`config.mk`:
```
export PLATFORM = sky130hd
export DESIGN_NAME = mem_burst_master
export DESIGN_NICKNAME = d
export VERILOG_FILES = /design/src/rtl/mem_burst_master.sv
export SDC_FILE = /design/constraint.sdc
export NUM_CORES = 1
export LEC_CHECK = 0
export ABC_AREA = 1
export CAP_MARGIN = 20
export CELL_PAD_IN_SITES_DETAIL_PLACEMENT = 1
export CELL_PAD_IN_SITES_GLOBAL_PLACEMENT = 2
export CORE_ASPECT_RATIO = 1.25
export CORE_MARGIN = 2
export CORE_UTILIZATION = 27
export CTS_CLUSTER_SIZE = 40
export DETAILED_ROUTE_END_ITERATION = 10
export PLACE_DENSITY = 0.9
export SKIP_CTS_REPAIR_TIMING = 1
export SYNTH_ARGS = -nofsm -noshare
export SYNTH_HDL_FRONTEND = slang
export SYNTH_SLANG_ARGS = --single-unit
```
`constraint.sdc`:
```
create_clock -name clk -period 10.65 [get_ports clk]
set_input_delay 2.13 -clock clk [delete_from_list [all_inputs] [get_ports clk]]
set_output_delay 2.13 -clock clk [all_outputs]
set_load 0.1 [all_outputs]
```
`src/rtl/mem_burst_master.sv`:
```
// Burst initiator for the single-port word memory (cs = read, we = write, 1-cycle read latency).
// Optional feature: define MEM_ALIGN_CHECK_EN to reject misaligned requests with an err pulse.
module mem_burst_master #(
    parameter int WIDTH = 32,
    parameter int LEN_W = 3
) (
    input  logic             clk,
    input  logic             rst,
    input  logic             req_valid_i,
    output logic             req_ready_o,
    input  logic             req_we_i,
    input  logic [WIDTH-1:0] req_addr_i,
    input  logic [LEN_W-1:0] req_len_i,
    input  logic             wr_valid_i,
    output logic             wr_ready_o,
    input  logic [WIDTH-1:0] wr_data_i,
    output logic             rsp_valid_o,
    output logic [WIDTH-1:0] rsp_data_o,
    output logic             rsp_last_o,
    output logic             done_o,
    output logic             err_o,
    output logic             mem_cs_o,
    output logic             mem_we_o,
    output logic [WIDTH-1:0] mem_addr_o,
    output logic [WIDTH-1:0] mem_wdata_o,
    input  logic [WIDTH-1:0] mem_rdata_i
);

    typedef enum logic [2:0] {
        IDLE,
        RD,
        RD_DRAIN,
        WR,
        WR_FLUSH
    } state_e;

    state_e           state_q;
    logic [WIDTH-1:0] cur_addr_q;
    logic [WIDTH-1:0] cur_addr_d;
    logic [LEN_W-1:0] cnt_q;
    logic [LEN_W-1:0] cnt_d;
    logic             mem_cs_q;
    logic             mem_we_q;
    logic [WIDTH-1:0] mem_addr_q;
    logic [WIDTH-1:0] mem_wdata_q;
    logic             rsp_valid_q;
    logic             rsp_last_q;
    logic             done_q;
`ifdef MEM_ALIGN_CHECK_EN
    logic             err_q;
`endif

    assign cur_addr_d = cur_addr_q + WIDTH'(4);
    assign cnt_d      = cnt_q - LEN_W'(1);

    // Read data bypasses the master: the memory output is already registered.
    assign req_ready_o = (state_q == IDLE);
    assign wr_ready_o  = (state_q == WR);
    assign rsp_valid_o = rsp_valid_q;
    assign rsp_data_o  = mem_rdata_i;
    assign rsp_last_o  = rsp_last_q;
    assign done_o      = done_q;
    assign mem_cs_o    = mem_cs_q;
    assign mem_we_o    = mem_we_q;
    assign mem_addr_o  = mem_addr_q;
    assign mem_wdata_o = mem_wdata_q;
`ifdef MEM_ALIGN_CHECK_EN
    assign err_o = err_q;
`else
    assign err_o = 1'b0;
`endif

    always_ff @(posedge clk or posedge rst) begin
        if (rst) begin
            state_q     <= IDLE;
            cur_addr_q  <= '0;
            cnt_q       <= '0;
            mem_cs_q    <= 1'b0;
            mem_we_q    <= 1'b0;
            mem_addr_q  <= '0;
            mem_wdata_q <= '0;
            rsp_valid_q <= 1'b0;
            rsp_last_q  <= 1'b0;
            done_q      <= 1'b0;
`ifdef MEM_ALIGN_CHECK_EN
            err_q       <= 1'b0;
`endif
        end else begin
            // A read beat returns exactly one cycle after its select cycle.
            rsp_valid_q <= mem_cs_q;
            rsp_last_q  <= 1'b0;
            done_q      <= 1'b0;
`ifdef MEM_ALIGN_CHECK_EN
            err_q       <= 1'b0;
`endif
            case (state_q)
                IDLE: begin
                    if (req_valid_i) begin
                        cnt_q <= req_len_i;
`ifdef MEM_ALIGN_CHECK_EN
                        if (req_addr_i[1:0] != 2'b00) begin
                            err_q   <= 1'b1;
                            done_q  <= 1'b1;
                            state_q <= RD_DRAIN;
                        end else
`endif
                        if (req_we_i) begin
                            cur_addr_q <= req_addr_i;
                            state_q    <= WR;
                        end else begin
                            mem_cs_q   <= 1'b1;
                            mem_addr_q <= req_addr_i;
                            cur_addr_q <= req_addr_i + WIDTH'(4);
                            state_q    <= RD;
                        end
                    end
                end
                RD: begin
                    if (cnt_q == '0) begin
                        mem_cs_q   <= 1'b0;
                        rsp_last_q <= 1'b1;
                        done_q     <= 1'b1;
                        state_q    <= RD_DRAIN;
                    end else begin
                        mem_addr_q <= cur_addr_q;
                        cur_addr_q <= cur_addr_d;
                        cnt_q      <= cnt_d;
                    end
                end
                RD_DRAIN: begin
                    state_q <= IDLE;
                end
                WR: begin
                    if (wr_valid_i) begin
                        mem_we_q    <= 1'b1;
                        mem_addr_q  <= cur_addr_q;
                        mem_wdata_q <= wr_data_i;
                        cur_addr_q  <= cur_addr_d;
                        cnt_q       <= cnt_d;
                        // done rides along with the flush cycle that commits the final word.
                        if (cnt_q == '0) begin
                            done_q  <= 1'b1;
                            state_q <= WR_FLUSH;
                        end
                    end else begin
                        mem_we_q <= 1'b0;
                    end
                end
                WR_FLUSH: begin
                    mem_we_q <= 1'b0;
                    state_q  <= IDLE;
                end
                default: begin
                    state_q <= IDLE;
                end
            endcase
        end
    end

endmodule

```
==> results.txt, run 1 <==
post-synthesis sequential area ratio: 40.5%
Final Max Slew Viols: 0
grt total ovfl: 0
Worst-Skew Late Latency: 0.37 ns
IO buf count: 142
Final ANT Viol Nets: 0
clk root buf: clkbuf_16
vias in the first global route: 6,415
Final min period: 4.46 ns
ranking of synthesized cells by area: dfrtp_1, nand2_1, nand3_1, nor2_1, mux2_2
DR WL/cell: 16.7 µm
yosys warns: 0
Slowest-stage cell, CP: clkdlybuf4s50_1
CP max FO: 6
pre-CTS WS: 6.30 ns
ys async rst share: 100%
Top FF cell, synth: dfrtp_1
# DRC: 0
Inserted Clock Buffers: 9
die width: 144 µm
final setup fails: 0
RSZ-0062 raised after global routing: no
Seq cells post-synth: 107
Buf+Inv Stages, Crit Path: 1
area share of the largest cell type after synthesis: 40.5%
most common cell after layout, fill and taps aside: nand2_1
first-pass GRT wire length: 34.8 mm
final period utilization: 41.9%
Layout area overhead: 26.6%
syn nets: 1,024
cells after synthesis: 916
Final Skew: 0.0154 ns
via count: 6,327
Core Box Area: 0.0243 mm²
Fill cells: 3,000
Worst Path Required: 8.52 ns
Pre-antenna DRT Iters: 5
maxcap violations: 0
slew margin rel.: 29.7%
Largest stage delay, worst path: 1.21 ns
# clock sinks: 107
status: finished clean
final setup TNS: 0 ns
CTS H-tree depth: 3
library cells used by synthesis: 35
critical path capture point type: output port
clock-pin slew on the worst setup and hold paths: 0.08 ns
CTS max path bufs: 2
ANT cells: 0
crit path kind: reg -> out
drt via density: 4.71
Post-DP HPWL: 16.6 mm
row count: 64
worst slew pin tran: 1.05 ns
crit-path cells: nor3_4 -> clkdlybuf4s50_1
num ports: 208
commonest non-fill, non-tap cells in the layout: nand2_1, clkdlybuf4s50_1, nor2_1
CTS tree: built
largest net degree at the start of global routing: 74
share of layout cells above drive strength 1: 7.30%
final setup margin: 6.19 ns
final WL: 22.4 mm
CP Launch Type: register
syn_area_per_cell: 7.22 µm²
FMAX: 0.224 GHz
die height: 179 µm
1st-iter DRT viols: 297
antenna violations before repair: 0
placer's final routability congestion estimate: 0.855
Initial Utilization: 27.2%
fin util: 34.5%
cell family with most CP delay: buffers and inverters
fin nets: 1,117
leading area contributor after synthesis: dfrtp_1
synthesized area: 0.00661 mm²
Worst Path Arrival: 2.33 ns
Post-synth EDFFs: 0
HP Class: reg -> reg
die area: 0.0258 mm²
Total Routing Usage GR: 17.5%
Final Hold Fails: 0
## synth_stat cells (10+ instances only)
cell / n
mux2_2: 32
o21ai_0: 51
buf_2: 10
nand3_1: 87
nor2_1: 114
nand4_1: 15
o21ai_1: 16
buf_4: 39
inv_1: 78
nand2_1: 273
a21oi_1: 26
clkbuf_1: 11
dfrtp_1: 107
## logic make-up (layout without fill, tap and decap cells)
kind of cell | count (synthesis) | after routing | synth area share, %
AND/OR/NAND/NOR | 508 | 508 | 32.5
buffers and inverters | 148 | 246 | 11.1
AO/OA/AOI/OAI | 113 | 113 | 9.16
flip-flops | 107 | 107 | 40.5
multiplexers | 32 | 32 | 5.45
adder cells (fa/ha/maj) | 4 | 4 | 0.757
XOR/XNOR | 3 | 3 | 0.398
other | 1 | 1 | 0.0567
## stage by stage
step,hold WS (ns),cell area [µm²],instances
CTS,0.419,8370,1344
global placement,0.396,8060,1328
global route,0.430,8370,1344
finish,0.415,8370,1344
detailed placement,0.403,8060,1328
floorplan,0.449,6610,916
## final timing paths
check,start,to,slack [ns],depth (start not counted)
min,mem_cs_o,rsp_valid_o,0.42,0
max in group asynchronous,rst,cur_addr_q[14],7.08,3
min in group asynchronous,rst,mem_wdata_o[25],2.18,2
min reg2reg,mem_cs_o,rsp_valid_o,0.42,0
max reg2reg,state_q[2],mem_addr_o[2],7.24,12
max,state_q[0],req_ready_o,6.19,2
## cell type report
| class | instances | area, µm² | share of cell area, % |
|---|---|---|---|
| multi-input cells | 661 | 3200 | 38.2 |
| clock inverters | 7 | 83.8 | 1.00 |
| well taps | 330 | 413 | 4.93 |
| repair buffers | 146 | 1450 | 17.3 |
| flip-flops and latches | 107 | 2680 | 32.0 |
| clock buffers | 9 | 225 | 2.69 |
| inverters | 84 | 318 | 3.80 |
## sequential cells by signal (all words and copies together), names as in the netlist
signal / flops
cur_addr_q: 32
mem_addr_o: 32
mem_wdata_o: 32
cnt_q: 3
state_q: 3
done_o: 1
mem_cs_o: 1
mem_we_o: 1
rsp_last_o: 1
rsp_valid_o: 1
## metal layers
metal  wire [µm]  vias to the layer above  GRT usage (%)  share of wire [%]
li1            -                     3098              -                  -
met3         754                       23           2.40                3.4
met2       11200                      119           30.1                 50
met5           0                        -              0                  0
met1       10000                     3087           23.0                 45
met4         371                        0           4.45                1.7
Power of run 1 is left out: the tool's default activity adds up to more than one toggle a clock period on the data nets, which glitch-free logic cannot reach.
==> run 2: changes to the inputs <==
- CORE_UTILIZATION: 27 -> 23
- PLACE_DENSITY: 0.9 -> 0.82
- clock period: 10.65 -> 3.8 ns (I/O delays scaled with it)
==> run 2 against run 1 <==
Sequential share of layout area fell by 0.27 points. Core utilization fell by 4.7 points. Critical endpoint is now mem_we_o. Global-route usage is 1.7 points lower. Register-to-register slack lost 5.6 ns. Wire length rose by 4.9%.
==> results.txt, run 2 (same netlist as run 1, synthesis figures left out) <==
IO buf count: 142
fin util: 29.8%
CTS tree: built
Final Skew: 0.0195 ns
via count: 6,359
DR WL/cell: 17.1 µm
RSZ-0062 raised after global routing: no
first-pass GRT wire length: 37.0 mm
Inserted Clock Buffers: 9
slew margin rel.: 30.5%
clock-pin slew on the worst setup and hold paths: 0.10 ns
status: finished clean
FMAX: 0.371 GHz
Worst Path Required: 3.04 ns
Worst-Skew Late Latency: 0.37 ns
worst slew pin tran: 1.04 ns
largest net degree at the start of global routing: 73
critical path capture point type: output port
placer's final routability congestion estimate: 0.807
antenna violations before repair: 0
final setup TNS: 0 ns
CTS max path bufs: 2
final period utilization: 70.9%
Slowest-stage cell, CP: clkdlybuf4s50_1
Core Box Area: 0.0283 mm²
Worst Path Arrival: 1.94 ns
R2R Setup Slk: 1.62 ns
Worst Hold Depth: 0
Worst Reg2Reg Path Length in Cells: 8
Final Hold Fails: 0
drt via density: 4.63
ANT cells: 0
final setup fails: 0
final WL: 23.5 mm
Final min period: 2.70 ns
row count: 69
vias in the first global route: 6,584
Pre-antenna DRT Iters: 4
HP Class: reg -> reg
Largest stage delay, worst path: 1.18 ns
most common cell after layout, fill and taps aside: nand2_1
num ports: 208
Post-DP HPWL: 17.6 mm
die area: 0.0301 mm²
share of layout cells above drive strength 1: 7.77%
cell family with most CP delay: buffers and inverters
Worst Hold Launch: mem_cs_o
# DRC: 0
Buf+Inv Stages, Crit Path: 1
clk root buf: clkbuf_16
# clock sinks: 107
CP max FO: 2
Total Routing Usage GR: 15.8%
1st-iter DRT viols: 362
reg2reg end: mem_addr_o[4]
origin of the critical flop-to-flop path: state_q[0]
Initial Utilization: 23.3%
Hold Path End: rsp_valid_o
Layout area overhead: 27.7%
CTS H-tree depth: 3
die height: 194 µm
grt total ovfl: 0
crit-path cells: clkdlybuf4s50_1
Final ANT Viol Nets: 0
crit path kind: reg -> out
maxcap violations: 0
die width: 156 µm
fin nets: 1,120
CP Launch Type: register
Final Max Slew Viols: 0
commonest non-fill, non-tap cells in the layout: nand2_1, clkdlybuf4s50_1, nor2_1
[run 2: cell types whose count changed in the layout (fill, tap and decap cells not counted), sizes merged]
cell           previous run  this run
clkdlybuf4s50           142       140
buf                       4         9
[run 2: per-layer routing]
metal,track usage (%),part of all wire (%)
met5,0,0
met4,4.01,1.5
met3,2.20,4.4
met2,28.4,52
met1,19.6,42
[run 2: layout make-up]
| class | instances | area (µm²) |
|---|---|---|
| multi-input cells | 661 | 3200 |
| clock inverters | 7 | 93.8 |
| well taps | 355 | 444 |
| fillers | 3473 | 19900 |
| flip-flops and latches | 107 | 2680 |
| repair buffers | 149 | 1480 |
| clock buffers | 9 | 225 |
| inverters | 84 | 318 |
[run 2: through the flow]
| step | setup WS (ns) | hold WS, ns | instance area [µm²] | std cells |
|---|---|---|---|---|
| global placement | 0.832 | 0.391 | 8120 | 1356 |
| floorplan | 0.223 | 0.449 | 6610 | 916 |
| global route | 0.941 | 0.463 | 8440 | 1372 |
| finish | 1.10 | 0.435 | 8440 | 1372 |
| CTS | 1.08 | 0.440 | 8440 | 1372 |
| detailed placement | 0.797 | 0.423 | 8120 | 1356 |
[run 2: how the worst max path moves through the flow]
stage,startpoint,endpoint,slack (ns),cells past startpoint
floorplan,rst,cnt_q[0],0.22,1
global placement,req_addr_i[6],cur_addr_q[31],0.83,10
detailed placement,req_addr_i[6],cur_addr_q[31],0.80,10
CTS,mem_cs_o,mem_cs_o,1.08,1
global route,req_addr_i[6],cur_addr_q[31],0.94,10
finish,mem_we_o,mem_we_o,1.10,1
Power of run 2 is left out for the same reason.
==> run 3: changes to the inputs <==
- CORE_UTILIZATION: 23 -> 25
- PLACE_DENSITY: 0.82 -> 0.85
- clock period: 3.8 -> 2.6 ns (I/O delays scaled with it)
==> run 3 against run 2 <==
Final area shrank 0.77%. Core utilization is 2.4 points higher. Clock skew shrank 0.0059 ns. Setup slack got worse by 0.69 ns.
==> results.txt, run 3 (same netlist as run 1, synthesis figures left out) <==
status: finished clean
maxcap violations: 0
row count: 66
Final Max Slew Viols: 0
Final Skew: 0.0136 ns
Hold Path End: rsp_valid_o
final setup fails: 0
origin of the critical flop-to-flop path: state_q[2]
crit-path cells: clkdlybuf4s50_1 -> nand2_1 -> nor2_1 -> nand2_1 -> nor2_2 -> nand3_1 -> nand2_1 -> inv_1 -> nand3_1 -> nand2_1
1st-iter DRT viols: 348
Inserted Clock Buffers: 9
highest signal layer in the routed design: met5
placer's final routability congestion estimate: 0.834
Core Box Area: 0.0260 mm²
first-pass GRT wire length: 35.9 mm
HP Class: reg -> reg
Final min period: 2.19 ns
final period utilization: 84.1%
IO buf count: 142
grt total ovfl: 0
drt via density: 4.68
Worst Hold Depth: 0
die height: 186 µm
Worst Reg2Reg Path Length in Cells: 9
reg2reg end: cur_addr_q[9]
die area: 0.0278 mm²
CP max FO: 7
most common cell after layout, fill and taps aside: nand2_1
Final ANT Viol Nets: 0
# clock sinks: 107
antenna violations before repair: 1
largest net degree at the start of global routing: 108
Total Routing Usage GR: 16.6%
vias in the first global route: 6,341
WL met2: 12.0 mm
commonest non-fill, non-tap cells in the layout: nand2_1, nor2_1, dfrtp_1
FMAX: 0.457 GHz
Slowest-stage cell, CP: clkdlybuf4s50_1
crit path kind: in -> reg
clk root buf: clkbuf_16
Pre-antenna DRT Iters: 5
num ports: 208
multi-input logic area: 0.00320 mm²
cell family with most CP delay: simple AND/OR/NAND/NOR gates
Buf+Inv Stages, Crit Path: 2
CTS H-tree depth: 3
met3 wire length: 786 µm
Initial Utilization: 25.4%
DR WL/cell: 16.8 µm
Largest stage delay, worst path: 0.58 ns
Layout area overhead: 26.7%
ANT cells: 0
clock-pin slew on the worst setup and hold paths: 0.09 ns
share of layout cells above drive strength 1: 15.6%
Worst Path Required: 2.86 ns
Worst Hold Launch: mem_cs_o
Post-DP HPWL: 17.2 mm
CTS tree: built
# DRC: 0
register area: 0.00268 mm²
via count: 6,410
final setup TNS: 0 ns
R2R Setup Slk: 0.55 ns
slew margin rel.: 46.7%
RSZ-0062 raised after global routing: no
Worst Setup SP: req_addr_i[6]
worst slew pin tran: 0.800 ns
Fill cells: 3,237
Crit path top cell by count: nand2_1
die width: 149 µm
critical path capture point type: register
DRT met1 WL: 10.0 mm
Worst-Skew Late Latency: 0.37 ns
Worst Path Arrival: 2.45 ns
CP Launch Type: input port
Final Hold Fails: 0
final WL: 23.1 mm
CTS max path bufs: 2
fin nets: 1,133
-- run 3: worst max path at each step --
stage / endpoint / depth (start not counted)
6_report: cur_addr_q[17] / 10
5_1_grt: cur_addr_q[24] / 10
4_1_cts: cur_addr_q[28] / 10
3_5_place_dp: cur_addr_q[17] / 10
3_3_place_gp: cur_addr_q[28] / 10
2_1_floorplan: mem_addr_o[10] / 9
-- run 3: through the flow --
stage                     worst slack [ns]  area [µm²]  hold WS [ns]  instances  util (%)
after floorplan                      0.276        6610         0.449        916         -
after global placement              0.0797        8060         0.396       1354      31.0
after detailed placement            0.0604        8060         0.403       1354      31.0
after CTS                            0.451        8370         0.422       1370      32.2
after global routing                 0.225        8370         0.441       1370      32.2
final                                0.413        8370         0.423       1370      32.2
-- run 3: final cells by class --
cell class              instances  share of cell area [%]
flip-flops and latches        107                    32.0
clock buffers                   9                    2.69
clock inverters                 7                    1.00
repair buffers                162                    17.2
inverters                      84                    3.81
multi-input cells             661                    38.2
well taps                     340                    5.08
-- run 3: routing by layer --
layer	vias up	GRT usage, %
li1	3135	-
met1	3134	21.1
met2	118	29.6
met3	21	2.25
met4	2	4.08
met5	-	0
Power of run 3 is left out for the same reason.
